File: src/rtl/note_playback_pkg.sv
// note_playback_pkg: phase width, sample rate, phase-increment table and sine table
// for the note_playback sequencer.
package note_playback_pkg;

  localparam int PHASE_W        = 24;
  localparam int SAMPLE_RATE_HZ = 17000;

  typedef enum logic {
    S_IDLE = 1'b0,
    S_PLAY = 1'b1
  } state_t;

  // Note n (1..63) is 110 Hz * 2^((n-1)/12); entry n = round(f_n * 2^PHASE_W / SAMPLE_RATE_HZ).
  localparam logic [PHASE_W-1:0] PHASE_INC [64] = '{
    24'd0,
    24'd108558,  24'd115014,  24'd121853,  24'd129098,  24'd136775,  24'd144908,
    24'd153525,  24'd162654,  24'd172326,  24'd182573,  24'd193429,  24'd204931,
    24'd217117,  24'd230027,  24'd243705,  24'd258197,  24'd273550,  24'd289816,
    24'd307050,  24'd325308,  24'd344652,  24'd365146,  24'd386858,  24'd409862,
    24'd434234,  24'd460055,  24'd487411,  24'd516394,  24'd547100,  24'd579633,
    24'd614099,  24'd650616,  24'd689303,  24'd730291,  24'd773717,  24'd819724,
    24'd868468,  24'd920109,  24'd974822,  24'd1032788, 24'd1094201, 24'd1159265,
    24'd1228199, 24'd1301231, 24'd1378606, 24'd1460583, 24'd1547433, 24'd1639449,
    24'd1736935, 24'd1840219, 24'd1949644, 24'd2065576, 24'd2188401, 24'd2318530,
    24'd2456397, 24'd2602462, 24'd2757213, 24'd2921165, 24'd3094867, 24'd3278897,
    24'd3473871, 24'd3680438, 24'd3899288
  };

  // One sine period in 64 steps; +/-128 is full scale so a >>>7 after scaling lands on AMP.
  localparam logic signed [8:0] SINE_TAB [64] = '{
    9'sd0,    9'sd13,   9'sd25,   9'sd37,   9'sd49,   9'sd60,   9'sd71,   9'sd81,
    9'sd91,   9'sd99,   9'sd106,  9'sd113,  9'sd118,  9'sd122,  9'sd126,  9'sd127,
    9'sd128,  9'sd127,  9'sd126,  9'sd122,  9'sd118,  9'sd113,  9'sd106,  9'sd99,
    9'sd91,   9'sd81,   9'sd71,   9'sd60,   9'sd49,   9'sd37,   9'sd25,   9'sd13,
    9'sd0,   -9'sd13,  -9'sd25,  -9'sd37,  -9'sd49,  -9'sd60,  -9'sd71,  -9'sd81,
   -9'sd91,  -9'sd99,  -9'sd106, -9'sd113, -9'sd118, -9'sd122, -9'sd126, -9'sd127,
   -9'sd128, -9'sd127, -9'sd126, -9'sd122, -9'sd118, -9'sd113, -9'sd106, -9'sd99,
   -9'sd91,  -9'sd81,  -9'sd71,  -9'sd60,  -9'sd49,  -9'sd37,  -9'sd25,  -9'sd13
  };

endpackage

File: src/rtl/note_playback.sv
// note_playback: steps through a note score on step_in ticks and emits one signed sample per tick.
// Define NOTE_PLAYBACK_SINE_EN for sine output; the default build produces a square wave.
module note_playback
  import note_playback_pkg::*;
#(
  parameter int NUM_NOTES        = 160,
  parameter int NOTE_W           = 6,
  parameter int SAMPLES_PER_NOTE = 4096,
  parameter int AMP              = 96
) (
  input  logic                                                   clk_in,
  input  logic                                                   rst_in,
  input  logic                                                   start_in,
  input  logic                                                   stop_in,
  input  logic                                                   loop_in,
  input  logic                                                   step_in,
  input  logic [NUM_NOTES*NOTE_W-1:0]                            notes_in,
  output logic signed [7:0]                                      amp_out,
  output logic                                                   amp_valid_out,
  output logic                                                   busy_out,
  output logic [((NUM_NOTES > 1) ? $clog2(NUM_NOTES) : 1)-1:0]   note_idx_out,
  output logic                                                   done_out
);

  localparam int IDX_W = (NUM_NOTES > 1) ? $clog2(NUM_NOTES) : 1;
  localparam int CNT_W = (SAMPLES_PER_NOTE > 1) ? $clog2(SAMPLES_PER_NOTE) : 1;
  localparam logic [IDX_W-1:0]  LAST_SLOT = IDX_W'(NUM_NOTES - 1);
  localparam logic [CNT_W-1:0]  LAST_CNT  = CNT_W'(SAMPLES_PER_NOTE - 1);
  localparam logic signed [7:0] AMP_POS   = 8'(AMP);
  localparam logic signed [7:0] AMP_NEG   = 8'(-AMP);

  state_t                state_q;
  logic [PHASE_W-1:0]    phase_q;
  logic [CNT_W-1:0]      sampleCnt_q;
  logic [IDX_W-1:0]      noteIdx_q;
  logic [NOTE_W-1:0]     note_q;
  logic signed [7:0]     amp_q;
  logic                  ampValid_q;
  logic                  done_q;

  logic                  slotEnd_d;
  logic                  lastSlot_d;
  logic [IDX_W-1:0]      nextIdx_d;
  logic [NOTE_W-1:0]     nextNote_d;
  logic [PHASE_W-1:0]    phaseInc_d;
  logic signed [7:0]     wave_d;

  logic [NOTE_W-1:0]     score [NUM_NOTES];

  for (genvar s = 0; s < NUM_NOTES; s++) begin : g_score
    assign score[s] = notes_in[s*NOTE_W +: NOTE_W];
  end

`ifdef NOTE_PLAYBACK_SINE_EN
  localparam logic signed [17:0] AMP_WIDE = 18'(AMP);
  logic signed [17:0] sineProd_d;
`endif

  // Table lookups and the sample for the current phase; the phase used is the one before this tick's add.
  always_comb begin
    slotEnd_d  = (sampleCnt_q == LAST_CNT);
    lastSlot_d = (noteIdx_q == LAST_SLOT);
    nextIdx_d  = lastSlot_d ? '0 : noteIdx_q + 1'b1;
    nextNote_d = score[nextIdx_d];
    phaseInc_d = PHASE_INC[6'(note_q)];
`ifdef NOTE_PLAYBACK_SINE_EN
    sineProd_d = 18'(SINE_TAB[phase_q[PHASE_W-1 -: 6]]) * AMP_WIDE;
    wave_d     = 8'(sineProd_d >>> 7);
`else
    wave_d     = phase_q[PHASE_W-1] ? AMP_NEG : AMP_POS;
`endif
    if (note_q == '0) begin
      wave_d = '0;
    end
  end

  always_ff @(posedge clk_in) begin
    if (rst_in) begin
      state_q     <= S_IDLE;
      phase_q     <= '0;
      sampleCnt_q <= '0;
      noteIdx_q   <= '0;
      note_q      <= '0;
      amp_q       <= '0;
      ampValid_q  <= 1'b0;
      done_q      <= 1'b0;
    end else begin
      ampValid_q <= step_in;
      done_q     <= 1'b0;
      if (step_in) begin
        amp_q <= (state_q == S_PLAY && !stop_in) ? wave_d : '0;
      end else if (state_q == S_IDLE) begin
        amp_q <= '0;
      end

      case (state_q)
        S_IDLE: begin
          if (start_in && !stop_in) begin
            state_q     <= S_PLAY;
            phase_q     <= '0;
            sampleCnt_q <= '0;
            noteIdx_q   <= '0;
            note_q      <= score[0];
          end
        end
        S_PLAY: begin
          if (stop_in) begin
            state_q <= S_IDLE;
          end else if (step_in) begin
            if (slotEnd_d) begin
              sampleCnt_q <= '0;
              phase_q     <= '0;
              noteIdx_q   <= nextIdx_d;
              note_q      <= nextNote_d;
              if (lastSlot_d && !loop_in) begin
                state_q <= S_IDLE;
                done_q  <= 1'b1;
              end
            end else begin
              sampleCnt_q <= sampleCnt_q + 1'b1;
              if (note_q != '0) begin
                phase_q <= phase_q + phaseInc_d;
              end
            end
          end
        end
        default: state_q <= S_IDLE;
      endcase
    end
  end

  assign amp_out       = amp_q;
  assign amp_valid_out = ampValid_q;
  assign busy_out      = (state_q == S_PLAY);
  assign note_idx_out  = noteIdx_q;
  assign done_out      = done_q;

endmodule
File: config.mk
export PLATFORM = sky130hd
export DESIGN_NAME = note_playback
export DESIGN_NICKNAME = d
export VERILOG_FILES = /design/src/rtl/note_playback_pkg.sv /design/src/rtl/note_playback.sv
export SDC_FILE = /design/constraint.sdc
export NUM_CORES = 1
export LEC_CHECK = 0
export CAP_MARGIN = 20
export CORE_AREA = 2 2 388 390
export CTS_CLUSTER_DIAMETER = 120
export DETAILED_ROUTE_END_ITERATION = 10
export DIE_AREA = 0 0 390 392
export PLACE_DENSITY_LB_ADDON = 0.05
export SLEW_MARGIN = 5
export SYNTH_ARGS = -nofsm -noshare
export SYNTH_HDL_FRONTEND = slang
export SYNTH_SLANG_ARGS = --single-unit
File: constraint.sdc
create_clock -name clk_in -period 5.09 [get_ports clk_in]
set_input_delay 0.509 -clock clk_in [delete_from_list [all_inputs] [get_ports clk_in]]
set_output_delay 0.509 -clock clk_in [all_outputs]
set_load 0.01 [all_outputs]
==> flow_results.org <==
** Outcome
- Result of the run :: complete, no violations

** Yosys
- The cell count after synthesis came out at 1,841.
- The netlist uses 89 different library cells.
- Avg Synthesized Cell Area :: 7.61 µm²
- Sequential fraction of the synthesis area :: 8.00%
- XOR/XNOR share of the synthesized area :: 2.06%
- Dominant cells by area after synthesis :: sky130_fd_sc_hd__mux4_2, sky130_fd_sc_hd__nand2_1, sky130_fd_sc_hd__dfxtp_1
- Of the total synthesized cell area, the portion taken by AND, OR, NAND and NOR gates is 23.2%.
- The synthesized design spends more area on one cell type than any other, namely sky130_fd_sc_hd__mux4_2.
- The portion of synthesized area spent on multiplexers is 27.2%.
- The synthesized design contains 56 register bits.
- The synthesized design devotes to its leading area cell type 18.3% of total area.
- Synthesized area :: 14,000 µm²
- By area, the combinational part of the netlist is dominated by compound AO/OA/AOI/OAI gates.
- In the synthesized netlist the async set-or-reset flop fraction comes to 0%.
- Synth warnings :: 0
- Complex-gate fraction of the synthesized area :: 27.8%
- The synthesized netlist devotes 3.80% of its cell area to adder and majority cells.
- The synthesized design contains 0 enable-type register cells.
- Flip-flop cell with the highest count after synthesis :: sky130_fd_sc_hd__dfxtp_1

** Placement
- IO Port Bufs :: 979
- Half-perimeter wire length of the detailed placement result :: 129,000 µm
- Placer's final routability congestion estimate :: 0.849

** Clocking
- TritonCTS built the clock tree.
- CTS sink cnt :: 56
- Clock tree synthesis inserted a total of 5 buffers.
- Clock tree root driver cell :: sky130_fd_sc_hd__clkbuf_16
- Worst-skew pair later-pin latency :: 350 ps
- Number of H-tree levels :: 2
- Clock-pin slew was measured on the worst setup and hold paths at 100 ps.
- The clock passes through at most 2 buffers.

** Power
- Internal power contribution :: 1750 µW
- For this design the static power due to leakage is 0.00917 µW.
- For this design the total switching power over the nets is 1020 µW.
- Relative contribution of combinational cells to total power :: 66.4%
- The worst-case IR drop observed on VDD is 131 µV.
- In this run, flip-flops and latches consume 16.4% of the power.
- Sw frac :: 36.9%
- Clock network fraction of total power :: 17.2%
- Pwr per Cell Area :: 103 nW/µm²

** Floorplanning
- The floorplan step set the die height to 392 µm.
- Core area :: 149,000 µm²
- For this configuration, the core starts out at a cell density of 9.41%.
- During I/O placement, the number of pins put on the boundary was 985.
- Chip width :: 390 µm
- Standard-cell rows :: 142
- The die covers 153,000 µm².

** Setup path
- The worst register-to-register path ends at phase_q[23].
- For the worst setup path, the data arrival time is 5010 ps.
- For this design, the slowest cell found on the critical path is sky130_fd_sc_hd__o21ai_0.
- The worst setup path is of the flip-flop to flip-flop kind.
- Nature of the critical path startpoint :: flip-flop
- Depth of the worst register-to-register path :: 16
- In this design, the critical path's most frequently occurring cell is sky130_fd_sc_hd__buf_4.
- Tracing the worst setup path back leads to its startpoint at note_q[0].
- Along the worst path, the maximum fanout reaches 12.
- Required arrival time at the worst endpoint :: 5370 ps
- Crit path cell chain :: buf_4 -> ha_1 -> buf_4 -> o21ai_0 -> buf_4 -> a21oi_1 -> mux4_2 -> ha_1 -> a41o_1 -> a211oi_1 -> buf_4 -> o311ai_0 -> a2111oi_1 -> buf_4 -> or3_1 -> a21oi_1
- Reg-to-reg critical path startpoint :: note_q[0]
- Crit-path max cell delay :: 540 ps
- STA classifies the critical path endpoint as a flip-flop.
- Setup slack on the worst reg-to-reg path comes out at 360 ps.

** STA
- For this run, the top clock speed supported by timing is 211 MHz.
- For the final routed database, the setup TNS stands at 0 ps.
- RSZ-0062 raised after global routing :: no
- Tmin final :: 4730 ps
- Worst max-slew margin expressed relative to the limit :: 24.3%
- Setup violations remaining at the end of the flow were counted as 0.
- The final count of hold timing violations is 0.
- Share of the clock period used by the worst path :: 92.9%
- Across the routed clock network, the largest skew measured is 16.6 ps.
- Fin. max-slew vios :: 0
- Worst slew pin tran :: 1120 ps

** Detailed routing
- First DRT Iteration DRCs :: 1,143
- Via count of the routed design :: 20,100
- The first TritonRoute pass finished after 5 iterations.
- Using the TritonRoute via totals, the vias-per-cell ratio works out to 4.24.
- WL per Instance :: 31.7 µm
- After detailed routing, the total wire length is 151,000 µm.
- For this run, design rule violations remaining after detail routing come to 0.
- Post-route antenna net violation count :: 0

** Finish
- Fraction of final layout cells with drive strength greater than 1 :: 11.3%
- Utilization of the core after routing :: 18.0%
- The filler cells instantiated in the layout total 16,700.
- The area growth from synthesis to layout is 91.4%.
- Final net count :: 3,804

** Min path
- Hold wc startpoint :: amp_out[5]
- Worst min path class :: flip-flop to flip-flop
- Cell depth of the worst min-delay path :: 2
- Sink of the worst hold path :: amp_out[5]

** GRT
- Entering global routing, the biggest net connects 102 pins.
- The number of antenna violations at the first check in global routing came to 45.
- Grt total ovfl :: 0
- Wire length of the first global-routing pass :: 197,000 µm
- Global routing used 18.9% of the available tracks across all layers.
- Vias in the first global route :: 21,500

** Flow run
- Max-cap violations in this run came to 0.
==> critical path, delay by kind of cell, from the launching register on <==
family	cells	cell delay (ps)
compound gates	7	1820
buf+inv	5	950
fa+ha+maj	2	710
mux	1	520
flops	1	330
simple gates	1	330
==> state kept, by name, summed over array words and instances (netlist names) <==
register and flops:
done_out 1, sampleCnt_q 12, note_idx_out 8, amp_valid_out 1, amp_out 3, phase_q 24
note_q 6, busy_out 1
==> power by group through the flow <==
stage	Combinational, µW	Sequential, µW	Clock, µW
after global routing	1970	457	514
after global placement	1870	466	0
after floorplan	641	463	0
final	1840	456	476
after CTS	1870	456	504
after detailed placement	1860	466	0
==> timing repair <==
action / in CTS / in global routing
hold buffers: 0 / 0
resized for setup: 0 / 2
setup buffers: 0 / 0
setup endpoints to repair: 0 / 1
==> synthesized netlist by cell type, types with 10 or more instances <==
library cell                count
sky130_fd_sc_hd__a22oi_1       32
sky130_fd_sc_hd__inv_1         18
sky130_fd_sc_hd__nor2_1       131
sky130_fd_sc_hd__o211ai_1      42
sky130_fd_sc_hd__a2111oi_0     17
sky130_fd_sc_hd__nand2_1      340
sky130_fd_sc_hd__nand2b_1      10
sky130_fd_sc_hd__clkbuf_1      86
sky130_fd_sc_hd__dfxtp_1       56
sky130_fd_sc_hd__o22ai_1       25
sky130_fd_sc_hd__a21oi_1      141
sky130_fd_sc_hd__a221oi_1      11
sky130_fd_sc_hd__o21a_1        11
sky130_fd_sc_hd__nand3_1      100
sky130_fd_sc_hd__a211oi_1      32
sky130_fd_sc_hd__buf_4         20
sky130_fd_sc_hd__mux2_2        11
sky130_fd_sc_hd__nor3_1        23
sky130_fd_sc_hd__a21o_1        11
sky130_fd_sc_hd__a32oi_1       19
sky130_fd_sc_hd__buf_2         28
sky130_fd_sc_hd__and3_1        22
sky130_fd_sc_hd__xor2_1        16
sky130_fd_sc_hd__o211a_1       14
sky130_fd_sc_hd__mux4_1        13
sky130_fd_sc_hd__xnor2_1       17
sky130_fd_sc_hd__nand4_1       28
sky130_fd_sc_hd__buf_6         21
sky130_fd_sc_hd__mux4_2       114
sky130_fd_sc_hd__ha_1          41
sky130_fd_sc_hd__a31oi_1       38
sky130_fd_sc_hd__o21ai_0       87
sky130_fd_sc_hd__mux2i_1       78
sky130_fd_sc_hd__nor4_1        13
==> area by class of cell <==
| type | count | area, µm² | share of cell area, % |
|---|---|---|---|
| Timing Repair Buffer | 1119 | 11000 | 41.1 |
| Tap cell | 1944 | 2430 | 9.07 |
| Inverter | 21 | 80.1 | 0.299 |
| Antenna cell | 11 | 27.5 | 0.103 |
| Sequential cell | 56 | 1120 | 4.19 |
| Clock buffer | 5 | 125 | 0.467 |
| Multi-Input combinational cell | 1593 | 12000 | 44.6 |
| Clock inverter | 3 | 46.3 | 0.173 |
==> layout by cell type (no fill, tap or decap), types with 7 or more instances in the layout <==
cell type,count
sky130_fd_sc_hd__a31oi_1,38
sky130_fd_sc_hd__nor2_1,124
sky130_fd_sc_hd__a211oi_1,31
sky130_fd_sc_hd__nand3b_1,8
sky130_fd_sc_hd__mux2i_1,77
sky130_fd_sc_hd__a21oi_1,139
sky130_fd_sc_hd__o22ai_1,24
sky130_fd_sc_hd__nand4_1,28
sky130_fd_sc_hd__a32oi_1,19
sky130_fd_sc_hd__a221o_1,9
sky130_fd_sc_hd__xnor2_1,14
sky130_fd_sc_hd__mux4_1,13
sky130_fd_sc_hd__and3_1,22
sky130_fd_sc_hd__nor2b_1,8
sky130_fd_sc_hd__nor3_1,20
sky130_fd_sc_hd__inv_1,17
sky130_fd_sc_hd__o211ai_1,42
sky130_fd_sc_hd__o211a_1,14
sky130_fd_sc_hd__nor4_1,13
sky130_fd_sc_hd__buf_12,12
sky130_fd_sc_hd__o21ai_0,84
sky130_fd_sc_hd__clkdlybuf4s50_1,979
sky130_fd_sc_hd__a221oi_1,11
sky130_fd_sc_hd__nand3_1,100
sky130_fd_sc_hd__nand2_1,339
sky130_fd_sc_hd__dfxtp_1,55
sky130_fd_sc_hd__xor2_1,15
sky130_fd_sc_hd__mux2_2,11
sky130_fd_sc_hd__mux4_2,114
sky130_fd_sc_hd__o21a_1,11
sky130_fd_sc_hd__buf_4,125
sky130_fd_sc_hd__a22oi_1,32
sky130_fd_sc_hd__nand2b_1,10
sky130_fd_sc_hd__a2111oi_0,13
sky130_fd_sc_hd__a22o_1,8
sky130_fd_sc_hd__a211o_1,8
sky130_fd_sc_hd__diode_2,11
sky130_fd_sc_hd__or3_1,7
sky130_fd_sc_hd__ha_1,40
sky130_fd_sc_hd__a21o_1,11
==> per-stage QoR <==
| step | total power [µW] | worst slack (ps) | cell area (µm²) | cells | hold slack (ps) |
|---|---|---|---|---|---|
| 4_1_cts | 2830 | 280 | 26800 | 4741 | 470 |
| 2_1_floorplan | 1100 | 679 | 14000 | 1845 | 436 |
| 5_1_grt | 2940 | 54.2 | 26800 | 4749 | 501 |
| 3_5_place_dp | 2330 | 324 | 26600 | 4733 | 457 |
| 6_report | 2770 | 359 | 26800 | 4752 | 461 |
| 3_3_place_gp | 2340 | 292 | 26600 | 4730 | 456 |
==> per-layer routing <==
metal / part of all wire (%) / global-route usage [%]
met5: 0.099 / 0
met4: 1.1 / 2.54
met3: 5.6 / 3.70
met2: 52 / 35.4
met1: 41 / 22.7
==> cell families (layout without fill, tap and decap cells) <==
| group | Yosys count | count (layout) |
|---|---|---|
| xor gates and xnor gates | 33 | 33 |
| muxes | 216 | 216 |
| and+or+nand+nor | 722 | 722 |
| adders and majority gates | 42 | 42 |
| DFF | 56 | 56 |
| buffers and inverters | 196 | 1148 |
| AOI/OAI and AO/OA | 575 | 575 |
| other | 1 | 16 |
==> worst max-delay path by stage <==
stage / endpoint / slack, ps / depth (start not counted)
finish: phase_q[23] / 360 / 16
global route: phase_q[21] / 50 / 16
CTS: phase_q[23] / 280 / 17
detailed placement: phase_q[23] / 320 / 17
global placement: phase_q[23] / 290 / 18
floorplan: phase_q[23] / 680 / 17
(Power assumes the default switching activity.)
